--- config.mk ---
export PLATFORM = sky130hd
export DESIGN_NAME = long_maze_plant
export DESIGN_NICKNAME = d
export VERILOG_FILES = /design/src/rtl/long_maze_plant.sv
export SDC_FILE = /design/constraint.sdc
export NUM_CORES = 1
export LEC_CHECK = 0
export BUFFER_PORTS_ARGS = -buffer_cell sky130_fd_sc_hd__clkbuf_2
export CORE_MARGIN = 2
export CORE_UTILIZATION = 35
export CTS_BUF_LIST = sky130_fd_sc_hd__clkbuf_4 sky130_fd_sc_hd__clkbuf_8 sky130_fd_sc_hd__clkbuf_16
export DETAILED_ROUTE_END_ITERATION = 10
export SETUP_SLACK_MARGIN = 0.3
export SYNTH_ARGS = -nofsm -noshare
export SYNTH_HDL_FRONTEND = slang
export SYNTH_SLANG_ARGS = --single-unit
--- constraint.sdc ---
create_clock -name clk -period 3.25 [get_ports clk]
set_input_delay 0.1625 -clock clk [delete_from_list [all_inputs] [get_ports clk]]
set_output_delay 0.1625 -clock clk [all_outputs]
set_load 0.02 [all_outputs]
--- src/rtl/long_maze_plant.sv ---
// ---------------------------------------------------------------------------
// LongMazePlant
// Purpose : a 16x8 grid maze that a controller steers a token through. The
//           environment chooses each step's direction and the controller
//           chooses whether each axis step happens. Column 7 is a wall on rows
//           0..6, so (7,7) is the only way from the left half to the right half.
//           Rejected moves are counted. Parking in zone6 traps the token until
//           reset.
// Ports   :
//   clk                      in   sole clock, rising edge
//   rst                      in   synchronous active-high reset
//   iupdown                  in   vertical direction (0=up y-1, 1=down y+1)
//   ileftright               in   horizontal direction (0=left x-1, 1=right x+1)
//   controllable_oleftright  in   enable for the horizontal step this cycle
//   controllable_oupdown     in   enable for the vertical step this cycle
//   pos_x[3:0]               out  registered column
//   pos_y[2:0]               out  registered row
//   zone1..zone6             out  zone flags decoded from the registered position
//   bump_cnt[3:0]            out  saturating rejected-move counter
//   trapped                  out  sticky freeze flag
//   error                    out  high while bump_cnt is saturated
// ---------------------------------------------------------------------------
module long_maze_plant (
    input  logic       clk,
    input  logic       rst,
    input  logic       iupdown,
    input  logic       ileftright,
    input  logic       controllable_oleftright,
    input  logic       controllable_oupdown,
    output logic [3:0] pos_x,
    output logic [2:0] pos_y,
    output logic       zone1,
    output logic       zone2,
    output logic       zone3,
    output logic       zone4,
    output logic       zone5,
    output logic       zone6,
    output logic [3:0] bump_cnt,
    output logic       trapped,
    output logic       error
);

    logic [3:0] posX_q, posX_d;
    logic [2:0] posY_q, posY_d;
    logic [3:0] bumpCnt_q, bumpCnt_d;
    logic       trapped_q, trapped_d;

    logic       freeze;
    logic       hReject;
    logic       vReject;
    logic [3:0] xCand;
    logic [2:0] yCand;
    logic [3:0] xAfterH;
    logic [2:0] yAfterV;

    // Zone flags come straight from the registered position so they line up
    // with pos_x/pos_y. The zone rectangles do not overlap.
    always_comb begin
        zone1 = (posX_q >= 4'd2) && (posX_q <= 4'd3);
        zone2 = (posX_q >= 4'd5) && (posX_q <= 4'd6) && (posY_q == 3'd7);
        zone3 = (posX_q == 4'd7) && (posY_q == 3'd7);
        zone4 = (posX_q >= 4'd8) && (posX_q <= 4'd11) && (posY_q == 3'd7);
        zone5 = (posX_q == 4'd15) && (posY_q == 3'd0);
        zone6 = (posX_q >= 4'd12) && (posX_q <= 4'd13) &&
                (posY_q >= 3'd3) && (posY_q <= 3'd4);
    end

    // Move evaluation. The horizontal step is resolved first against the
    // current row. The vertical step is then resolved against the column that
    // results, so a diagonal into the gap at (7,7) sees the post-move column.
    // A wall is x==7 with y<=6. Being in zone6 freezes the token, and so does
    // the trapped flag it sets one edge later. This keeps zone6 high for the
    // whole trapped period even if a move is requested on the entry cycle.
    always_comb begin
        freeze    = trapped_q | zone6;
        hReject   = 1'b0;
        vReject   = 1'b0;
        xCand     = posX_q;
        yCand     = posY_q;
        xAfterH   = posX_q;
        yAfterV   = posY_q;
        posX_d    = posX_q;
        posY_d    = posY_q;
        bumpCnt_d = bumpCnt_q;
        trapped_d = trapped_q | zone6;

        if (controllable_oleftright) begin
            if (ileftright) begin
                if (posX_q == 4'd15) hReject = 1'b1;
                else                 xCand   = posX_q + 4'd1;
            end else begin
                if (posX_q == 4'd0)  hReject = 1'b1;
                else                 xCand   = posX_q - 4'd1;
            end
            if (!hReject && (xCand == 4'd7) && (posY_q <= 3'd6)) hReject = 1'b1;
            if (!hReject) xAfterH = xCand;
        end

        if (controllable_oupdown) begin
            if (iupdown) begin
                if (posY_q == 3'd7) vReject = 1'b1;
                else                vReject = 1'b0;
                if (posY_q != 3'd7) yCand = posY_q + 3'd1;
            end else begin
                if (posY_q == 3'd0) vReject = 1'b1;
                else                yCand   = posY_q - 3'd1;
            end
            if (!vReject && (xAfterH == 4'd7) && (yCand <= 3'd6)) vReject = 1'b1;
            if (!vReject) yAfterV = yCand;
        end

        if (!freeze) begin
            posX_d = xAfterH;
            posY_d = yAfterV;
            // One bump per cycle at most, even if both axes are rejected.
            if ((hReject || vReject) && (bumpCnt_q != 4'd15)) begin
                bumpCnt_d = bumpCnt_q + 4'd1;
            end
        end
    end

    // State register. Reset wins over any move and also clears the trapped
    // and saturated conditions.
    always_ff @(posedge clk) begin
        if (rst) begin
            posX_q    <= 4'd0;
            posY_q    <= 3'd0;
            bumpCnt_q <= 4'd0;
            trapped_q <= 1'b0;
        end else begin
            posX_q    <= posX_d;
            posY_q    <= posY_d;
            bumpCnt_q <= bumpCnt_d;
            trapped_q <= trapped_d;
        end
    end

    assign pos_x    = posX_q;
    assign pos_y    = posY_q;
    assign bump_cnt = bumpCnt_q;
    assign trapped  = trapped_q;
    assign error    = (bumpCnt_q == 4'd15);

endmodule

Word level (Yosys, flattened, before mapping)
Cells that the tools add are included.
{ "word_totals": {"word_cells": 78, "register_bits": 12, "output_inout_bits": 19} }
{ "op_classes": {"n_addsub": 5, "reduce_logical": 22, "n_eq_ne": 8, "magnitude_cmp": 12, "bitwise": 3, "n_mux": 24} }
{ "ops": {"columns": ["cell", "n"], "rows": [
  ["$mux W4", 6],
  ["$logic_and A1 B1 Y1", 15],
  ["$mux W1", 14],
  ["$eq A4 B3 Y1 const B", 3],
  ["$mux W3", 4],
  ["$le A3 B3 Y1 const B", 3],
  ["$add A4 B1 Y4 const B", 2],
  ["$eq A4 B4 Y1 const B", 2],
  ["$ge A4 B4 Y1 const B", 2],
  ["$le A4 B4 Y1 const B", 2],
  ["$ge A4 B2 Y1 const B", 1],
  ["$ge A4 B3 Y1 const B", 1],
  ["$le A4 B2 Y1 const B", 1],
  ["$le A4 B3 Y1 const B", 1],
  ["$logic_not A4 Y1", 1],
  ["$ne A4 B4 Y1 const B", 1],
  ["$sub A4 B1 Y4 const B", 1],
  ["$add A3 B1 Y3 const B", 1],
  ["$eq A3 B3 Y1 const B", 1],
  ["$ge A3 B2 Y1 const B", 1],
  ["$logic_not A3 Y1", 1],
  ["$ne A3 B3 Y1 const B", 1],
  ["$reduce_and A3 Y1", 1],
  ["$sub A3 B1 Y3 const B", 1],
  ["5 further kinds", 7]
]} }

Longest topological paths before layout
Gate-level depths: netlist of run 1.
{ "depth": {"depth_word": 20, "mapped_depth": 10} }

Worst setup path before layout of run 1
No wires, ideal clock.
{ "synth_timing": {"kind": "flip-flop to flip-flop", "start": "register posY_q[0] (netlist: pos_y[0])", "end": "register bumpCnt_q[2] (netlist: bump_cnt[2])", "period_less_slack_ps": 2686, "slack_ps": 564, "required_ps": 3105, "path_buffers": 0, "stages_incl_launch_ff": 10, "t_arrival_ps": 2541, "setup_time_ps": 145, "cell_sequence": "dfxtp_1 > inv_1 > ha_1 > inv_1 > ha_1 > nor4_1 > nor3_1 > and4_1 > a21oi_1 > o311ai_0"} }
{ "synth_between": {"word_cells_on_any_way": 37, "cone_classes": "add/sub (2); order compare (4); eq/ne (3); mux (16); bitwise (2); reduce/logical (10)"} }
{ "synth_lines": {"columns": ["item", "line_no", "rtl"], "rows": [
  ["from (decl)", "44", "logic [2:0] posY_q, posY_d;"],
  ["from (signal assigned)", "132", "posY_q <= posY_d;"],
  ["$ge A3 B2 Y1", "65", "(posY_q >= 3'd3) && (posY_q <= 3'd4);"],
  ["$logic_and A1 B1 Y1", "64", "zone6 = (posX_q >= 4'd12) && (posX_q <= 4'd13) &&"],
  ["$logic_and A1 B1 Y1 (*)", "65", null],
  ["via zone6", "37", "output logic zone6,"],
  ["$or A1 B1 Y1 (*)", "75", "freeze = trapped_q | zone6;"],
  ["$not A1 Y1 (no line) (*)", null, null],
  ["$reduce_and A2 Y1 (no line) (*)", null, null],
  ["to (signal assigned)", "133", "bumpCnt_q <= bumpCnt_d;"],
  ["to (decl)", "45", "logic [3:0] bumpCnt_q, bumpCnt_d;"]
]} }
The timed path passes the listed nets; every way through them passes the cells marked *. The select of a mux whose other input is x is not followed.
A chain may end at the register's enable or synchronous reset.

Worst setup path after layout of run 1
{ "layout_timing": {"start": "register posX_q[0] (netlist: pos_x[0])", "end": "register bumpCnt_q[0] (netlist: bump_cnt[0])"} }
{ "layout_between": {"elab_chain_len": 20, "word_cells_on_any_way": 37, "cone_classes": "add/sub (2); order compare (2); eq/ne (3); mux (16); bitwise (2); reduce/logical (12)"} }
{ "layout_lines": {"columns": ["item", "line_no", "rtl"], "rows": [
  ["from (decl)", "43", "logic [3:0] posX_q, posX_d;"],
  ["from (signal assigned)", "131", "posX_q <= posX_d;"],
  ["$sub A4 B1 Y4, or another cell as far along", "93", "else xCand = posX_q - 4'd1;"],
  ["$mux W4, or another cell as far along", "92", "if (posX_q == 4'd0) hReject = 1'b1;"],
  ["$mux W4 / $mux W1 (equally long branches)", "88", "if (ileftright) begin"],
  ["$mux W4 / $mux W1 (equally long branches)", "87", "if (controllable_oleftright) begin"],
  ["$eq A4 B3 Y1 / $logic_not A1 Y1 (equally long branches)", "95", "if (!hReject && (xCand == 4'd7) && (posY_q <= 3'd6)) hReject = 1'b1;"],
  ["$logic_and A1 B1 Y1 (2 in a row)", "95", null],
  ["$mux W1", "95", null],
  ["$mux W1", "87", null],
  ["$mux W4", "96", "if (!hReject) xAfterH = xCand;"],
  ["$mux W4", "87", null],
  ["$eq A4 B3 Y1", "108", "if (!vReject && (xAfterH == 4'd7) && (yCand <= 3'd6)) vReject = 1'b1;"],
  ["$logic_and A1 B1 Y1 (2 in a row)", "108", null],
  ["$mux W1", "108", null],
  ["$mux W1 (2 in a row)", "99", "if (controllable_oupdown) begin"],
  ["$logic_or A1 B1 Y1", "116", "if ((hReject || vReject) && (bumpCnt_q != 4'd15)) begin"],
  ["$logic_and A1 B1 Y1", "116", null],
  ["$reduce_and A2 Y1 (no line) (*)", null, null]
]} }
Mark *: on every way between the ends. The rest lies on a longest branch, timed or not. The select of a mux whose other input is x is not followed.

==> reports/qor.csv, run 1 <==
metric;value;unit
status;complete, no violations;
endpoint_kind;flip-flop;
ys_ff_latch;12;
cts_made_buffers;3;
grt_usage;16.4;%
area_delta_synth_final;15.1;%
layout.area.seq;240;µm²
power_frac_seq;33.4;%
min_period;2.65;ns
worstPathArrival;2.81;ns
post_cts_resized;0;
htreeDepth;1;
worst_slew_pin_slew;0.548;ns
final-hold-violation-count;0;
place_congestion;0.837;
grt_max_degree;18;
crit_fanout;9;
switching_share;43.9;%
yosysSeqAreaShare;19.7;%
grt_setup_unrepaired;no;
hold_path.class;input pin to flip-flop;
die-area;0.00397;mm²
root_buffer;clkbuf_4;
setup_viol;0;
synth_edf_count;0;
cts_setup_buffers;0;
drtIter0Drc;87;
grt_pass1_wl;5.32;mm
syn_inst;156;
clockBufferDepth;2;
netlist_area;0.00122;mm²
syn_avg_cell_area;7.82;µm²
drv_slew;0;
p_sw;280;µW
wl_per_cell;13.2;µm
placed_area;0.00137;mm²
p_clk_share;18.2;%
intPower;358;µW
via_per_inst;5.60;
fin_setup_tns;0;ns
drive_gt1_share;22.2;%
r2r_slack;0.60;ns
path_clk_slew;0.08;ns
finalNetCount;197;
synth_area_leaders;dfxtp_1 20%, ha_1 10%, nor2_1 4.9%;
antenna_found_initial;0;
startpoint_type;flip-flop;
fillers;339;
dieHeight;63.0;µm
synth_flop_cell;dfxtp_1;
hpwl;2.29;mm
synth.distinct_cells;51;
critical_path_required;3.42;ns
post-place-ws;0.638;ns
cap_viol_max_count;0;
finalCritPeriodShare;81.4;%
relSlewSlack;62.9;%
gr-total-overflow;0;
multiInputGateArea;890;µm²
clock_latency;0.27;ns
io_buffers;24;
design.core.area;0.00334;mm²
dr.pass1.iters;4;
crit_type;flip-flop to flip-flop;
synth_top_area_share;19.7;%
comb_power_share;48.4;%
synth_top_area_cell;dfxtp_1;
irDropWorstVdd;0.000149;V
fin_ws;0.604;ns
skew;0.00777;ns
cts_sinks;12;
cts_tree;built;
die_x;63.0;µm
ios;25;
power_density;454;mW/mm²
synth_warnings;0;
routed_wl;2.98;mm
hold_ws;0.238;ns
antenna_cells;0;
final_area;0.00140;mm²
rows;21;
synthArstFlopShare;0;%
drc_errors;0;
synth_fp_nets;172;
grt_pass1_vias;1193;
vias;1265;
hold_buffers;0;
start_util;36.6;%
ant_nets;0;
p_leak;0.621;nW
max_freq;378;MHz
p_total;637;µW
state kept, by name, indices dropped and copies added (netlist names):
name      flops
pos_x         4
trapped       1
bump_cnt      4
pos_y         3
cells in the final DEF, fill, tap and decap left out, types with 2 or more instances in the layout:
master and count:
o311ai_0 2, o221a_2 2, o211ai_1 2, nor4b_1 2, nor2_1 16, a31oi_1 2
mux2i_1 4, and4_4 2, o21ai_0 6, clkbuf_2 24, nand4_1 2, nand2_1 15
nand3_1 6, a21oi_1 7, and3_1 3, inv_1 14, clkbuf_4 3, nor2b_1 5
a211oi_1 2, nor3_1 6, dfxtp_1 12, nor4_1 4, ha_1 10
path summary, 6_finish.rpt:
check	startpoint	endpoint	depth (start not counted)
setup / recovery	pos_x[0]	bump_cnt[0]	9
hold / removal	rst	pos_x[1]	2
setup reg to reg	pos_x[0]	bump_cnt[0]	9
hold reg to reg	bump_cnt[1]	bump_cnt[1]	2
metrics by stage:
step	util, %	std cells
after floorplan	-	156
after global placement	41.0	222
after detailed placement	41.0	222
after CTS	42.1	226
after global routing	42.1	226
final	42.1	226
per-layer routing:
metal / GRT usage (%) / part of all wire [%]
met4: 5.28 / 1.5
met3: 3.96 / 4.6
met5: 0 / 0
met1: 20.9 / 47
met2: 26.9 / 47
power groups by stage:
stage | Sequential, mW | Combinational, mW | Clock (mW)
floorplan | 0.221 | 0.230 | 0
global route | 0.220 | 0.341 | 0.129
global placement | 0.214 | 0.303 | 0
CTS | 0.212 | 0.308 | 0.121
finish | 0.213 | 0.308 | 0.116
detailed placement | 0.216 | 0.305 | 0
area by class of cell:
type / count / area share [%]
repair buffers: 25 / 9.09
multi-input cells: 125 / 63.4
flip-flops and latches: 12 / 17.1
inverters: 14 / 3.74
well taps: 46 / 4.10
clock buffers: 4 / 2.58
Yosys cell counts, types with 2 or more instances:
| master | number |
|---|---|
| nor4_1 | 4 |
| buf_6 | 2 |
| a31oi_1 | 2 |
| ha_1 | 10 |
| and3_1 | 3 |
| o211ai_1 | 2 |
| clkbuf_1 | 2 |
| and4_4 | 2 |
| nand3_1 | 6 |
| o311ai_0 | 2 |
| nand2_1 | 15 |
| o21ai_0 | 6 |
| nor3_1 | 6 |
| a21oi_1 | 7 |
| a211oi_1 | 2 |
| nor2_1 | 16 |
| nand4_1 | 2 |
| dfxtp_1 | 12 |
| inv_1 | 14 |
| nor4b_1 | 2 |
| o221a_2 | 2 |
| mux2i_1 | 4 |
| nor2b_1 | 5 |
logic make-up (layout without fill, tap and decap cells):
kind of cell    Yosys count  after routing  synth area share (%)
compound gates           39             39                  26.2
xor+xnor                  2              2                  1.44
fa+ha+maj                10             10                  10.3
buf+inv                  19             43                  7.38
flops                    12             12                  19.7
mux                       5              5                  4.51
simple gates             69             69                  30.6
critical path: stages (launching register included):
cell,delay (ns)
dfxtp_1,0.39
inv_1,0.17
ha_1,0.26
nor4b_1,0.49
nor3_2,0.11
mux2i_1,0.17
a21o_1,0.21
a211oi_4,0.30
o21ai_2,0.12
mux2_4,0.32
No activity file was read; power rests on OpenSTA's default activity.
==> run 2: changes to the inputs <==
Settings changed: ABC_AREA set to 1.
Clock period 3.25 ns to 2.8 ns, I/O delays scaled along.
==> run 2 against run 1 <==
Routed wire length is 15% lower. Non-clock buffer count stayed put. Utilization is 2.2 points higher. Cell count is 7.5% higher. Largest cell class unchanged. Sequential cell count stayed put.
==> reports/qor.csv, run 2 <==
metric;value;unit
setup_viol;0;
clockBufferDepth;2;
place_congestion;0.787;
min_period;2.24;ns
via_per_inst;4.72;
syn_avg_cell_area;6.61;µm²
skew;0.00331;ns
antenna_cells;0;
cts_made_buffers;3;
synthSimpleGateAreaFrac;44.5;%
worstPathArrival;2.45;ns
routed_wl;2.55;mm
cts_sinks;12;
finalNetCount;216;
synth.distinct_cells;28;
synth_area_leaders;dfxtp_1 21%, nand2_1 13%, ha_1 11%;
synth_xor_area_share;2.33;%
finalCritPeriodShare;79.8;%
cts_tree;built;
grt_setup_unrepaired;no;
hpwl;2.08;mm
syn_inst;171;
ant_nets;0;
area_delta_synth_final;19.5;%
cp-startpoint;pos_y[0];
dieHeight;60.8;µm
crit_fanout;6;
drc_errors;0;
endpoint_kind;flip-flop;
die_x;60.8;µm
cap_viol_max_count;0;
power_density;445;mW/mm²
io_buffers;24;
fillers;331;
design.core.area;0.00305;mm²
hold_path.class;input pin to flip-flop;
grt_usage;15.3;%
post_cts_resized;0;
antenna_found_initial;0;
r2r_slack;0.56;ns
critical_path_required;3.01;ns
final-hold-violation-count;0;
p_leak;0.666;nW
synth_flop_cell;dfxtp_1;
ios;25;
wl_per_cell;10.5;µm
synth_top_family_by_area;simple AND/OR/NAND/NOR gates;
reg2reg_to;bump_cnt[3];
synthArstFlopShare;0;%
multiInputGateArea;776;µm²
fin_setup_tns;0;ns
synth_compound_area_share;9.97;%
root_buffer;clkbuf_4;
final_cell_mix;38 x nand2_1, 24 x clkbuf_2, 19 x inv_1;
synth.top_cells.by_count;38 x nand2_1, 19 x inv_1, 18 x nor2_1;
synth_warnings;0;
crit_type;flip-flop to flip-flop;
layout_commonest_cell;nand2_1;
rows;20;
grt_max_degree;13;
grt_pass1_wl;4.27;mm
p_total;601;µW
synth_most_common_cell;nand2_1;
max_freq;447;MHz
irDropWorstVdd;0.000232;V
synth_fp_nets;187;
path_clk_slew;0.08;ns
vias;1148;
clock_latency;0.28;ns
rr_worst_depth;14;
start_util;37.0;%
gr-total-overflow;0;
relSlewSlack;70.3;%
die-area;0.00370;mm²
htreeDepth;1;
drv_slew;0;
cp-endpoint;bump_cnt[3];
hold_buffers;0;
yosys-mux-area-fraction;0;%
yosysSeqAreaShare;21.3;%
status;complete, no violations;
synthAdderAreaFrac;11.1;%
drtIter0Drc;80;
dr.pass1.iters;4;
layout.area.seq;244;µm²
drive_gt1_share;30.7;%
synth_top_area_share;21.3;%
netlist_area;0.00113;mm²
synth_top_area_cell;dfxtp_1;
cts_setup_buffers;0;
startpoint_type;flip-flop;
synth_edf_count;0;
worst_slew_pin_slew;0.444;ns
reg2reg_from;pos_y[0];
grt_pass1_vias;1016;
ys_ff_latch;12;
-- run 2: changes by cell type after synthesis, sizes merged, moves of 3 or more --
cell,delta
nand3,+13
and4,-3
nor2,+7
o311ai,-3
mux2i,-4
nor2b,-5
and3,-3
nand2,+32
a211oi,-3
inv,+11
nor3,-5
a31oi,-3
-- run 2: area by class of cell --
type                            instances  share of cell area [%]
Tap cell                               44                    4.08
Multi-Input combinational cell        132                    57.5
Sequential cell                        12                    18.1
Inverter                               26                    8.25
Timing Repair Buffer                   25                    9.45
Clock buffer                            4                    2.69
-- run 2: cell families (layout without fill, tap and decap cells) --
kind of cell | after synthesis | after routing
fa+ha+maj | 10 | 10
simple gates | 99 | 99
compound gates | 20 | 20
buf+inv | 27 | 55
flops | 12 | 12
xor+xnor | 3 | 3
-- run 2: power by group --
| group | switching, mW | internal (mW) | total (mW) | leakage (nW) |
|---|---|---|---|---|
| clock | 0.0608 | 0.0791 | 0.140 | 0.0210 |
| combinational | 0.161 | 0.0944 | 0.256 | 0.546 |
| sequential | 0.0200 | 0.185 | 0.205 | 0.0988 |
-- run 2: worst max-delay path: stages (launching register included) --
cell and delay (ns):
dfxtp_1 0.37, inv_1 0.11, ha_1 0.23, ha_1 0.22, o21ai_2 0.25, xor2_1 0.13, nor3b_1 0.27, nor2_2 0.07
nand3_2 0.09, nand2_2 0.05, nand2_2 0.07, nand2_4 0.07, nand2_2 0.08, nand2_1 0.05, a21oi_1 0.11
-- run 2: per-layer routing --
| metal | vias to the layer above | global-route usage, % | share of wire, % |
|---|---|---|---|
| met1 | 506 | 20.2 | 48 |
| met4 | 0 | 6.83 | 2.2 |
| met2 | 25 | 24.4 | 45 |
| met5 | - | 0 | 0 |
| met3 | 6 | 2.35 | 4.6 |
| li1 | 611 | - | - |
-- run 2: how the worst min path moves through the flow --
stage | startpoint | end | slack, ns | cells past startpoint
after floorplan | rst | bump_cnt[1] | 0.21 | 1
after global placement | rst | bump_cnt[1] | 0.42 | 2
after detailed placement | rst | bump_cnt[2] | 0.42 | 2
after CTS | rst | bump_cnt[1] | 0.13 | 2
after global routing | rst | bump_cnt[2] | 0.13 | 2
final | rst | bump_cnt[2] | 0.13 | 2
-- run 2: through the flow --
stage                     utilization (%)  setup WS [ns]  std cells  hold WS (ns)  area (µm²)
after global placement               42.6          0.411        239         0.423        1300
after detailed placement             42.6          0.403        239         0.424        1300
final                                44.2          0.565        243         0.126        1350
after floorplan                         -          0.527        171         0.209        1130
after CTS                            43.8          0.398        243         0.125        1340
after global routing                 44.2          0.311        243         0.125        1350
==> run 3: changes to the inputs <==
Clock period 2.8 ns to 2 ns, I/O delays scaled along.
==> run 3 against run 2 <==
The run now ends with setup timing left. First-iteration DRC count fell by 33%. Critical path type unchanged. Combinational power rose by 88%. Largest cell class unchanged. Critical path depth rose by 6. Count of clock-buffer cells in the layout stayed put. Highest routed layer unchanged. Power rose by 61%. Fmax up 9.7%. Die area stayed put. Via count up 9.2%. Clock skew barely moved. Cell count increased by 7.0%. Sequential share of layout area down 2.5 points. Sequential cell count stayed put.
==> reports/qor.csv, run 3 (synthesized netlist as in run 2, its figures left out) <==
metric;value;unit
status;finished with violations;
violations;setup timing;
min_period;2.04;ns
hold_path.class;input pin to flip-flop;
crit_fanout;6;
start_util;37.0;%
p_leak;0.769;nW
fin_ws;-0.0372;ns
path_clk_slew;0.07;ns
ios;25;
drtIter0Drc;54;
rows;20;
dr.pass1.iters;4;
hold_depth;2;
cap_viol_max_count;0;
irDropWorstVdd;0.000362;V
dieHeight;60.8;µm
antenna_cells;0;
crit_type;flip-flop to flip-flop;
grt_max_degree;13;
finalNetCount;233;
relSlewSlack;79.2;%
gr-total-overflow;0;
worstPathArrival;2.19;ns
final_area;0.00167;mm²
max_stage_delay;0.41;ns
grt_usage;17.0;%
hold_ws;0.107;ns
layout_commonest_cell;nand2_1;
grt_pass1_wl;4.86;mm
drv_slew;0;
crit_chain;inv_8 -> ha_4 -> nand2_4 -> inv_2 -> nor2_1 -> nand2_1 -> nand2_2 -> inv_2 -> nand2_4 -> nand3_4 -> nand2_2 -> nand2_2 -> nor2_2 -> nand3_2 -> nand2_2 -> nand2_2 -> nand2_4 -> nand2_4 -> nand2_1 -> a21oi_2;
ant_nets;0;
grt_setup_unrepaired;yes;
grt_pass1_vias;1176;
io_buffers;24;
skew;0.00316;ns
clockBufferDepth;2;
worst_slew_pin_slew;0.312;ns
startpoint_type;flip-flop;
vias;1254;
wl_per_cell;11.1;µm
endpoint_kind;flip-flop;
setup_viol;5;
hpwl;2.30;mm
design.core.area;0.00305;mm²
final_cell_mix;30 x nand2_1, 22 x clkbuf_2, 17 x nor2_1, 17 x buf_4, 13 x nand2_2;
via_per_inst;4.82;
critical_path_required;2.16;ns
cts_tree;built;
die-area;0.00370;mm²
finalCritPeriodShare;102;%
antenna_found_initial;0;
die_x;60.8;µm
root_buffer;clkbuf_4;
instances_no_fill;260;
drc_errors;0;
rr_worst_depth;20;
worst_path_most_repeated_cell;nand2_2;
final-hold-violation-count;0;
drive_gt1_share;52.3;%
area_delta_synth_final;48.1;%
dp.cells;251;
max_freq;491;MHz
cp_slowest_cell;dfxtp_4;
clock_latency;0.27;ns
cts_sinks;12;
power_density;580;mW/mm²
htreeDepth;1;
utilization;54.8;%
placed_area;0.00149;mm²
place_congestion;0.862;
routed_wl;2.88;mm
cts_made_buffers;3;
-- run 3: cell types whose count changed in the layout (fill, tap and decap cells not counted), moves of 3 or more --
cell	previous run	this run
buf_4	1	17
nand3_1	15	11
dfxtp_1	11	6
nand2_2	7	13
inv_4	0	3
a21oi_1	9	6
nand2_1	38	30
dfxtp_4	1	5
inv_2	6	10
ha_1	8	5
nand3_2	3	6
a21oi_2	0	3
inv_1	19	12
ha_4	0	4
-- run 3: path summary, 6_finish.rpt --
path | start | to | slack [ns]
setup / recovery | pos_x[0] | bump_cnt[3] | -0.04
hold / removal | rst | bump_cnt[2] | 0.11
setup reg to reg | pos_x[0] | bump_cnt[3] | -0.04
hold reg to reg | bump_cnt[3] | bump_cnt[3] | 0.51
-- run 3: through the flow --
| step | total power [mW] | TNS [ns] | worst slack (ns) |
|---|---|---|---|
| 2_1_floorplan | 0.598 | 0 | 0.0443 |
| 3_3_place_gp | 0.725 | -0.0109 | -0.00760 |
| 3_5_place_dp | 0.735 | -0.259 | -0.0595 |
| 4_1_cts | 0.951 | -0.0442 | -0.0170 |
| 5_1_grt | 1.05 | -1.24 | -0.200 |
| 6_report | 0.970 | -0.0966 | -0.0372 |
-- run 3: cell type report --
type	count	area, µm²
tap	44	55.1
multi-input combinational	132	931
fill	318	1380
timing repair buffer	42	278
clock buffer	4	36.3
inverter	26	113
sequential	12	260
-- run 3: repair_timing --
action,CTS,global route
gates resized for setup,13,14
setup endpoints to repair,11,14
setup buffers,2,3
pin swaps,6,1
hold buffers,0,0
-- run 3: critical path, delay by kind of cell, from the launching register on --
kind	cells	cell delay (ns)
fa+ha+maj	1	0.17
compound gates	1	0.05
flops	1	0.41
buf+inv	3	0.13
simple gates	15	1.17
-- run 3: power by group --
part           internal, mW  switching (mW)  total [mW]
registers             0.261          0.0394       0.300
logic                 0.202           0.280       0.481
clock network         0.110          0.0773       0.188
-- run 3: metal layers --
metal | GRT usage (%) | vias up | share of wire [%]
li1 | - | 643 | -
met4 | 4.97 | 0 | 0.66
met3 | 1.28 | 2 | 3.7
met1 | 20.2 | 578 | 45
met2 | 32.3 | 31 | 51
met5 | 0 | - | 0
